==> src/rtl/ifetch.sv <==
// RK16 instruction-fetch stage: single-outstanding imem reads, 2-entry {pc, inst}
// buffer toward decode, and redirect handling with discard of an in-flight read.
module ifetch #(
  parameter int            AW       = 16,
  parameter int            IW       = 32,
  parameter logic [AW-1:0] RESET_PC = '0
) (
  input  logic          clk,
  input  logic          rst,
  output logic          imem_req,
  output logic [AW-1:0] imem_addr,
  input  logic          imem_ack,
  input  logic [IW-1:0] imem_rdata,
  input  logic          redirect_valid,
  input  logic [AW-1:0] redirect_pc,
  output logic          id_valid,
  input  logic          id_ready,
  output logic [IW-1:0] id_inst,
  output logic [AW-1:0] id_pc
);

  // state   | meaning
  // S_IDLE  | no request outstanding (buffer full or just out of reset)
  // S_WAIT  | request to pc outstanding
  // S_DISCARD | stale request to hold_addr outstanding; its data will be dropped
  typedef enum logic [1:0] {S_IDLE, S_WAIT, S_DISCARD} state_t;

  state_t        state, state_nx;
  logic [AW-1:0] pc, pc_nx;
  logic [AW-1:0] hold_addr, hold_nx;
  logic [1:0]    count, count_nx;
  logic          head;
  logic          tail;
  logic          push, pop;
  logic [AW-1:0] buf_pc   [2];
  logic [IW-1:0] buf_inst [2];

  assign pop      = (count != 2'd0) & id_ready;
  assign push     = (state == S_WAIT) & imem_ack & ~redirect_valid;
  assign count_nx = redirect_valid ? 2'd0 : count + {1'b0, push} - {1'b0, pop};
  assign tail     = head ^ count[0];

  always_comb begin
    state_nx = state;
    pc_nx    = pc;
    hold_nx  = hold_addr;
    case (state)
      S_IDLE: begin
        if (redirect_valid) pc_nx = redirect_pc;
        if (count_nx < 2'd2) state_nx = S_WAIT;
      end
      S_WAIT: begin
        if (push) begin
          pc_nx    = pc + AW'(1);
          state_nx = (count_nx < 2'd2) ? S_WAIT : S_IDLE;
        end else if (imem_ack) begin
          pc_nx = redirect_pc;
        end else if (redirect_valid) begin
          // the old address must stay on the bus until memory acks it
          hold_nx  = pc;
          pc_nx    = redirect_pc;
          state_nx = S_DISCARD;
        end
      end
      S_DISCARD: begin
        if (redirect_valid) pc_nx = redirect_pc;
        if (imem_ack) state_nx = S_WAIT;
      end
      default: state_nx = S_IDLE;
    endcase
  end

  always_ff @(posedge clk or posedge rst) begin
    if (rst) begin
      state       <= S_IDLE;
      pc          <= RESET_PC;
      hold_addr   <= RESET_PC;
      count       <= 2'd0;
      head        <= 1'b0;
      buf_pc[0]   <= '0;
      buf_pc[1]   <= '0;
      buf_inst[0] <= '0;
      buf_inst[1] <= '0;
    end else begin
      state     <= state_nx;
      pc        <= pc_nx;
      hold_addr <= hold_nx;
      count     <= count_nx;
      head      <= head ^ pop;
      if (push) begin
        buf_pc[tail]   <= pc;
        buf_inst[tail] <= imem_rdata;
      end
    end
  end

  assign imem_req  = (state != S_IDLE);
  assign imem_addr = (state == S_DISCARD) ? hold_addr : pc;
  assign id_valid  = (count != 2'd0);
  assign id_inst   = buf_inst[head];
  assign id_pc     = buf_pc[head];

endmodule

==> config.mk <==
export PLATFORM = sky130hd
export DESIGN_NAME = ifetch
export DESIGN_NICKNAME = d
export VERILOG_FILES = /design/src/rtl/ifetch.sv
export SDC_FILE = /design/constraint.sdc
export NUM_CORES = 1
export LEC_CHECK = 0
export BUFFER_PORTS_ARGS = -buffer_cell sky130_fd_sc_hd__buf_2
export CELL_PAD_IN_SITES_DETAIL_PLACEMENT = 1
export CELL_PAD_IN_SITES_GLOBAL_PLACEMENT = 2
export CORE_MARGIN = 1
export CORE_UTILIZATION = 30
export DETAILED_ROUTE_END_ITERATION = 7
export PLACE_DENSITY = 0.73
export SLEW_MARGIN = 20
export SYNTH_ARGS = -nofsm -noshare
export SYNTH_HDL_FRONTEND = slang
export SYNTH_SLANG_ARGS = --single-unit
==> constraint.sdc <==
create_clock -name clk -period 7.37 [get_ports clk]
set_input_delay 1.474 -clock clk [delete_from_list [all_inputs] [get_ports clk]]
set_output_delay 1.474 -clock clk [all_outputs]
set_load 0.02 [all_outputs]
Word-level counts from Yosys, hierarchy flattened. Cells that the tools add are included.

Register bits after elaboration: 133. Input bits: 53. Output and inout port bits: 66. Word-level logic and storage cells: 65.

Add/subtract/negate cells: 3. Order comparisons: 4. Equal/unequal tests: 6. Muxes and demuxes: 25. Bitwise logic cells: 10. Reduce and logical (&&, ||, !) cells: 8.

Operator list (number): $mux W16 (8); $mux W32 (4); $bwmux W64 (1); $bwmux W32 (1); $demux W32 S1 (1); $pmux W16 S2 (1); $add A16 B1 Y16 const B (1); $demux W16 S1 (1); $mux W2 (6); $reduce_and A4 Y1 (2); $ne A3 B3 Y1 const B (2); $pmux W2 S3 (1); $reduce_bool A2 Y1 (3); $ge A2 B2 Y1 const B (2); $ne A2 B2 Y1 const B (2); $not A1 Y2 (2); $and A1 B1 Y1 (3); $not A1 Y1 (3); $add A2 B1 Y2 (1); $eq A2 B1 Y1 const B (1); $eq A2 B2 Y1 const B (1); $logic_not A2 Y1 (1); $lt A2 B1 Y1 const B (1); $lt A2 B2 Y1 const B (1); 5 further kinds (6).

Longest topological paths before layout.
Depth in word-level cells: 10. Depth in mapped cells: 8. Depth with buffers taken out: 8.

Worst setup path before layout. Ideal clock, no wire load.

Path type: input -> register. From: in redirect_valid. To: reg state[0]. Setup time: 0.148 ns. Arrival time: 3.199 ns. Data required time: 7.222 ns. Path slack: 4.023 ns. Stages: 7. Buffers on the path: 1. Cell sequence: buf_2 > and4bb_2 > xnor2_1 > ha_1 > mux2_2 > a2111oi_0 > a221oi_1.

Longest elaborated chain between the ends: 9. Elaborated cells on any way between the ends: 13. Those cells by class: 2 x add/sub; 1 x order compare; 3 x eq/ne; 4 x mux; 2 x bitwise; 1 x reduce/logical.

RTL lines: start, declared (line 14) `input logic redirect_valid,`; $not A1 Y1 (line 39) `assign push = (state == S_WAIT) & imem_ack & ~redirect_valid;`; $and A1 B1 Y1 (line 39); $add A2 B1 Y2 (line 40) `assign count_nx = redirect_valid ? 2'd0 : count + {1'b0, push} - {1'b0, pop};`; $sub A2 B1 Y2 (line 40); $mux W2 (line 40); $lt A2 B2 Y1 (line 50, 55); $mux W1 (line 55) `state_nx = (count_nx < 2'd2) ? S_WAIT : S_IDLE;`; $mux W2 (line 53) `if (push) begin`; $pmux W2 S3 (line 47) `case (state)`; end signal, assigned (line 85) `state <= state_nx;`; end, declared (line 28) `state_t state, state_nx;`.

Parallel ways exist; a longest one is shown, timed or not. A chain may end at the register's enable or synchronous reset.

Final worst setup path.
From: reg state[1]. To: out imem_addr[6].

Longest elaborated chain between the ends: 2.

RTL lines: $eq A2 B2 Y1 (line 98) `assign imem_addr = (state == S_DISCARD) ? hold_addr : pc;`; $mux W16 (line 98); end, declared (line 11) `output logic [AW-1:0] imem_addr,`.

Every way passes these cells.

==> results_dict.tcl <==
set metrics [dict create \
    status "completed" \
    synth_top_cell_by_area "dfrtp_1" \
    yosysMostFrequentCell "mux2_2" \
    pwr-share-clk_pct 21.4 \
    finalHoldWorstSlack_ns 0.4884 \
    hold_viol 0 \
    max_cap_violations 0 \
    switchingPower_w 0.001481 \
    grt_pass1_wl_um 26950 \
    relSlewSlack_pct 37.42 \
    drc_errors 0 \
    setup_tns_ns 0 \
    multiInputGateArea_sq_um 3113 \
    core_area_sq_um 21890 \
    dr_total_vias 4470 \
    cts.sinks 133 \
    die_area_sq_um 23020 \
    grt_pass1_vias 4946 \
    final_max_slew_viol_count 0 \
    routed_via_density 4.928 \
    p_int_w 0.002461 \
    antenna_cells 0 \
    synth_ff_type "dfrtp_1" \
    cts_tree "yes" \
    initial_core_util_pct 30.72 \
    ant_nets 0 \
    clk_pin_slew_ns 0.06 \
    rsz0062_at_grt "no" \
    tightest_slew_ns 0.9387 \
    final_net_count 671 \
    muxShareOfSynthArea_pct 30.87 \
    p_comb_share_pct 43.2 \
    io_buffers 118 \
    cts_made_buffers 17 \
    power_density_nw_per_um2 491.7 \
    synth_area_leaders "dfrtp_1, mux2_2, mux2_4" \
    cts_setup_buffers 0 \
    peakVddDrop_v 0.0001359 \
    grt_use_total_pct 15.36 \
    synth_fp_nets 572 \
    synth-seq-cells 133 \
    yosys.area_share.simple_pct 6.865 \
    io_pins 119 \
    postCtsHoldBufs 0 \
    wl_per_cell_um 18.76 \
    synth_edf_count 0 \
    min_period_over_period_pct 57.45 \
    synth_compound_area_share_pct 6.140 \
    leakagePower_nw 3.523 \
    drtIter0Drc 182 \
    synthArstFlopShare_pct 100.0 \
    pwr-share-seq_pct 35.4 \
    finalPower_w 0.003942 \
    p_sw_share_pct 37.57 \
    synth_xor_area_share_pct 1.935 \
    die_x_um 151.7 \
    start_kind "flop" \
    setup-violations-final 0 \
    fmax_ghz 0.2362 \
    yosysWarningCount 0 \
    synth_top_area_share_pct 49.49 \
    grt_max_degree 73 \
    rows 54 \
    cp.required_ns 5.90 \
    min-delay-path-class "reg -> reg" \
    worstPathArrival_ns 2.76 \
    synth_area_sq_um 6725 \
    cp_max_fo 26 \
    wirelength_um 17020 \
    synth_common_cells "mux2_2, dfrtp_1, mux2_4, nand2_1, o22ai_1" \
    die_h_um 151.7 \
    syn_area_per_cell_sq_um 13.01 \
    utilization_pct 36.63 \
    finClkSkew_ns 0.007198 \
    dr.pass1.iters 4 \
    period_minus_slack_ns 4.234 \
    cts_root_buffer "clkbuf_16" \
    drive_gt1_share_pct 53.59 \
    hpwlAfterDp_um 11450 \
    seq_area_sq_um 3329 \
    endpoint_kind "primary output" \
    htree_levels 4 \
    area_growth_pct 19.22 \
    gp_congestion 0.7644 \
    worstSkewPairLatency_ns 0.41 \
    grt_overflow 0 \
    nFillCells 2384 \
    yosysSeqAreaShare_pct 49.49 \
    cts-resized-gates 0 \
    syn_inst 517 \
    cts_buffer_depth 2 \
    synth_top_family_by_area "multiplexers" \
    grt_antenna_before_repair 0 \
    synth_cell_type_count 55 \
    synth-adder-area-share_pct 0.3721 \
    crit_type "reg -> out" \
]
-- final cells by class --
cell class                      instances  share of cell area [%]
Clock inverter                         10                   1.654
Timing Repair Buffer                  123                   7.834
Tap cell                              280                   4.370
Sequential cell                       133                   41.53
Clock buffer                           20                   5.571
Multi-Input combinational cell        337                   38.83
Inverter                                4                  0.2185
-- cell usage in the layout (no fill, tap or decap), drive strengths merged, types with 3 or more instances in the layout --
master	n
o31ai	3
clkinvlp	3
o21a	3
nand2b	12
dfrtp	133
inv	4
nand2	16
and2	3
mux2	175
nand3	10
a21oi	12
clkinv	4
nor2b	7
o22ai	14
and4	3
mux2i	3
o21ai	9
bufinv	3
nand4	6
xor2	6
nor2	12
xnor2	8
buf	123
clkbuf	20
-- path summary, 6_finish.rpt --
| path | start | end | slack (ns) | cells past startpoint |
|---|---|---|---|---|
| max | state[1] | imem_addr[6] | 3.14 | 4 |
| min | buf_pc[24] | buf_pc[24] | 0.49 | 2 |
| max reg2reg | state[1] | buf_inst[0] | 4.38 | 4 |
| min reg2reg | buf_pc[24] | buf_pc[24] | 0.49 | 2 |
| max in group asynchronous | rst | head | 4.68 | 3 |
| min in group asynchronous | rst | buf_inst[34] | 1.20 | 2 |
-- registers in the layout, summed over array words and instances, names as in the netlist --
signal     flops
count          2
buf_inst      64
pc            16
buf_pc        32
hold_addr     16
head           1
state          2
-- per-layer routing --
metal | GRT usage (%) | vias to the layer above | routed length (um)
met5 | 0 | - | 0
met4 | 3.564 | 0 | 156
met3 | 4.401 | 10 | 935
met2 | 24.98 | 120 | 8006
met1 | 20.07 | 2272 | 7921
li1 | - | 2068 | -
-- critical path, stage by stage (launching register included) --
cell	delay, ns
dfrtp_1	0.88
nor2b_2	0.62
buf_4	0.31
mux2_2	0.36
buf_2	0.18
-- power by group through the flow --
stage,sequential (W),clock [W],combinational [W]
final,0.00140,0.000844,0.00170
after global routing,0.00146,0.000899,0.00183
after CTS,0.00140,0.000873,0.00173
after detailed placement,0.00141,0,0.00171
after global placement,0.00138,0,0.00167
after floorplan,0.00124,0,0.00139
-- stage by stage --
step	instances	cell area [sq um]	worst slack, ns
3_5_place_dp	877	7433	3.300
3_3_place_gp	877	7433	3.400
2_1_floorplan	517	6725	2.342
6_report	907	8018	3.136
5_1_grt	907	8018	2.891
4_1_cts	907	8013	3.070
-- logic make-up (layout without fill, tap and decap cells) --
logic type / Yosys count / after routing
multiplexers: 178 / 178
flip-flops: 133 / 133
buffers and inverters: 47 / 157
adder cells (fa/ha/maj): 2 / 2
AND/OR/NAND/NOR: 81 / 81
XOR/XNOR: 14 / 14
AO/OA/AOI/OAI: 62 / 62
No activity file was read; power rests on OpenSTA's default activity.
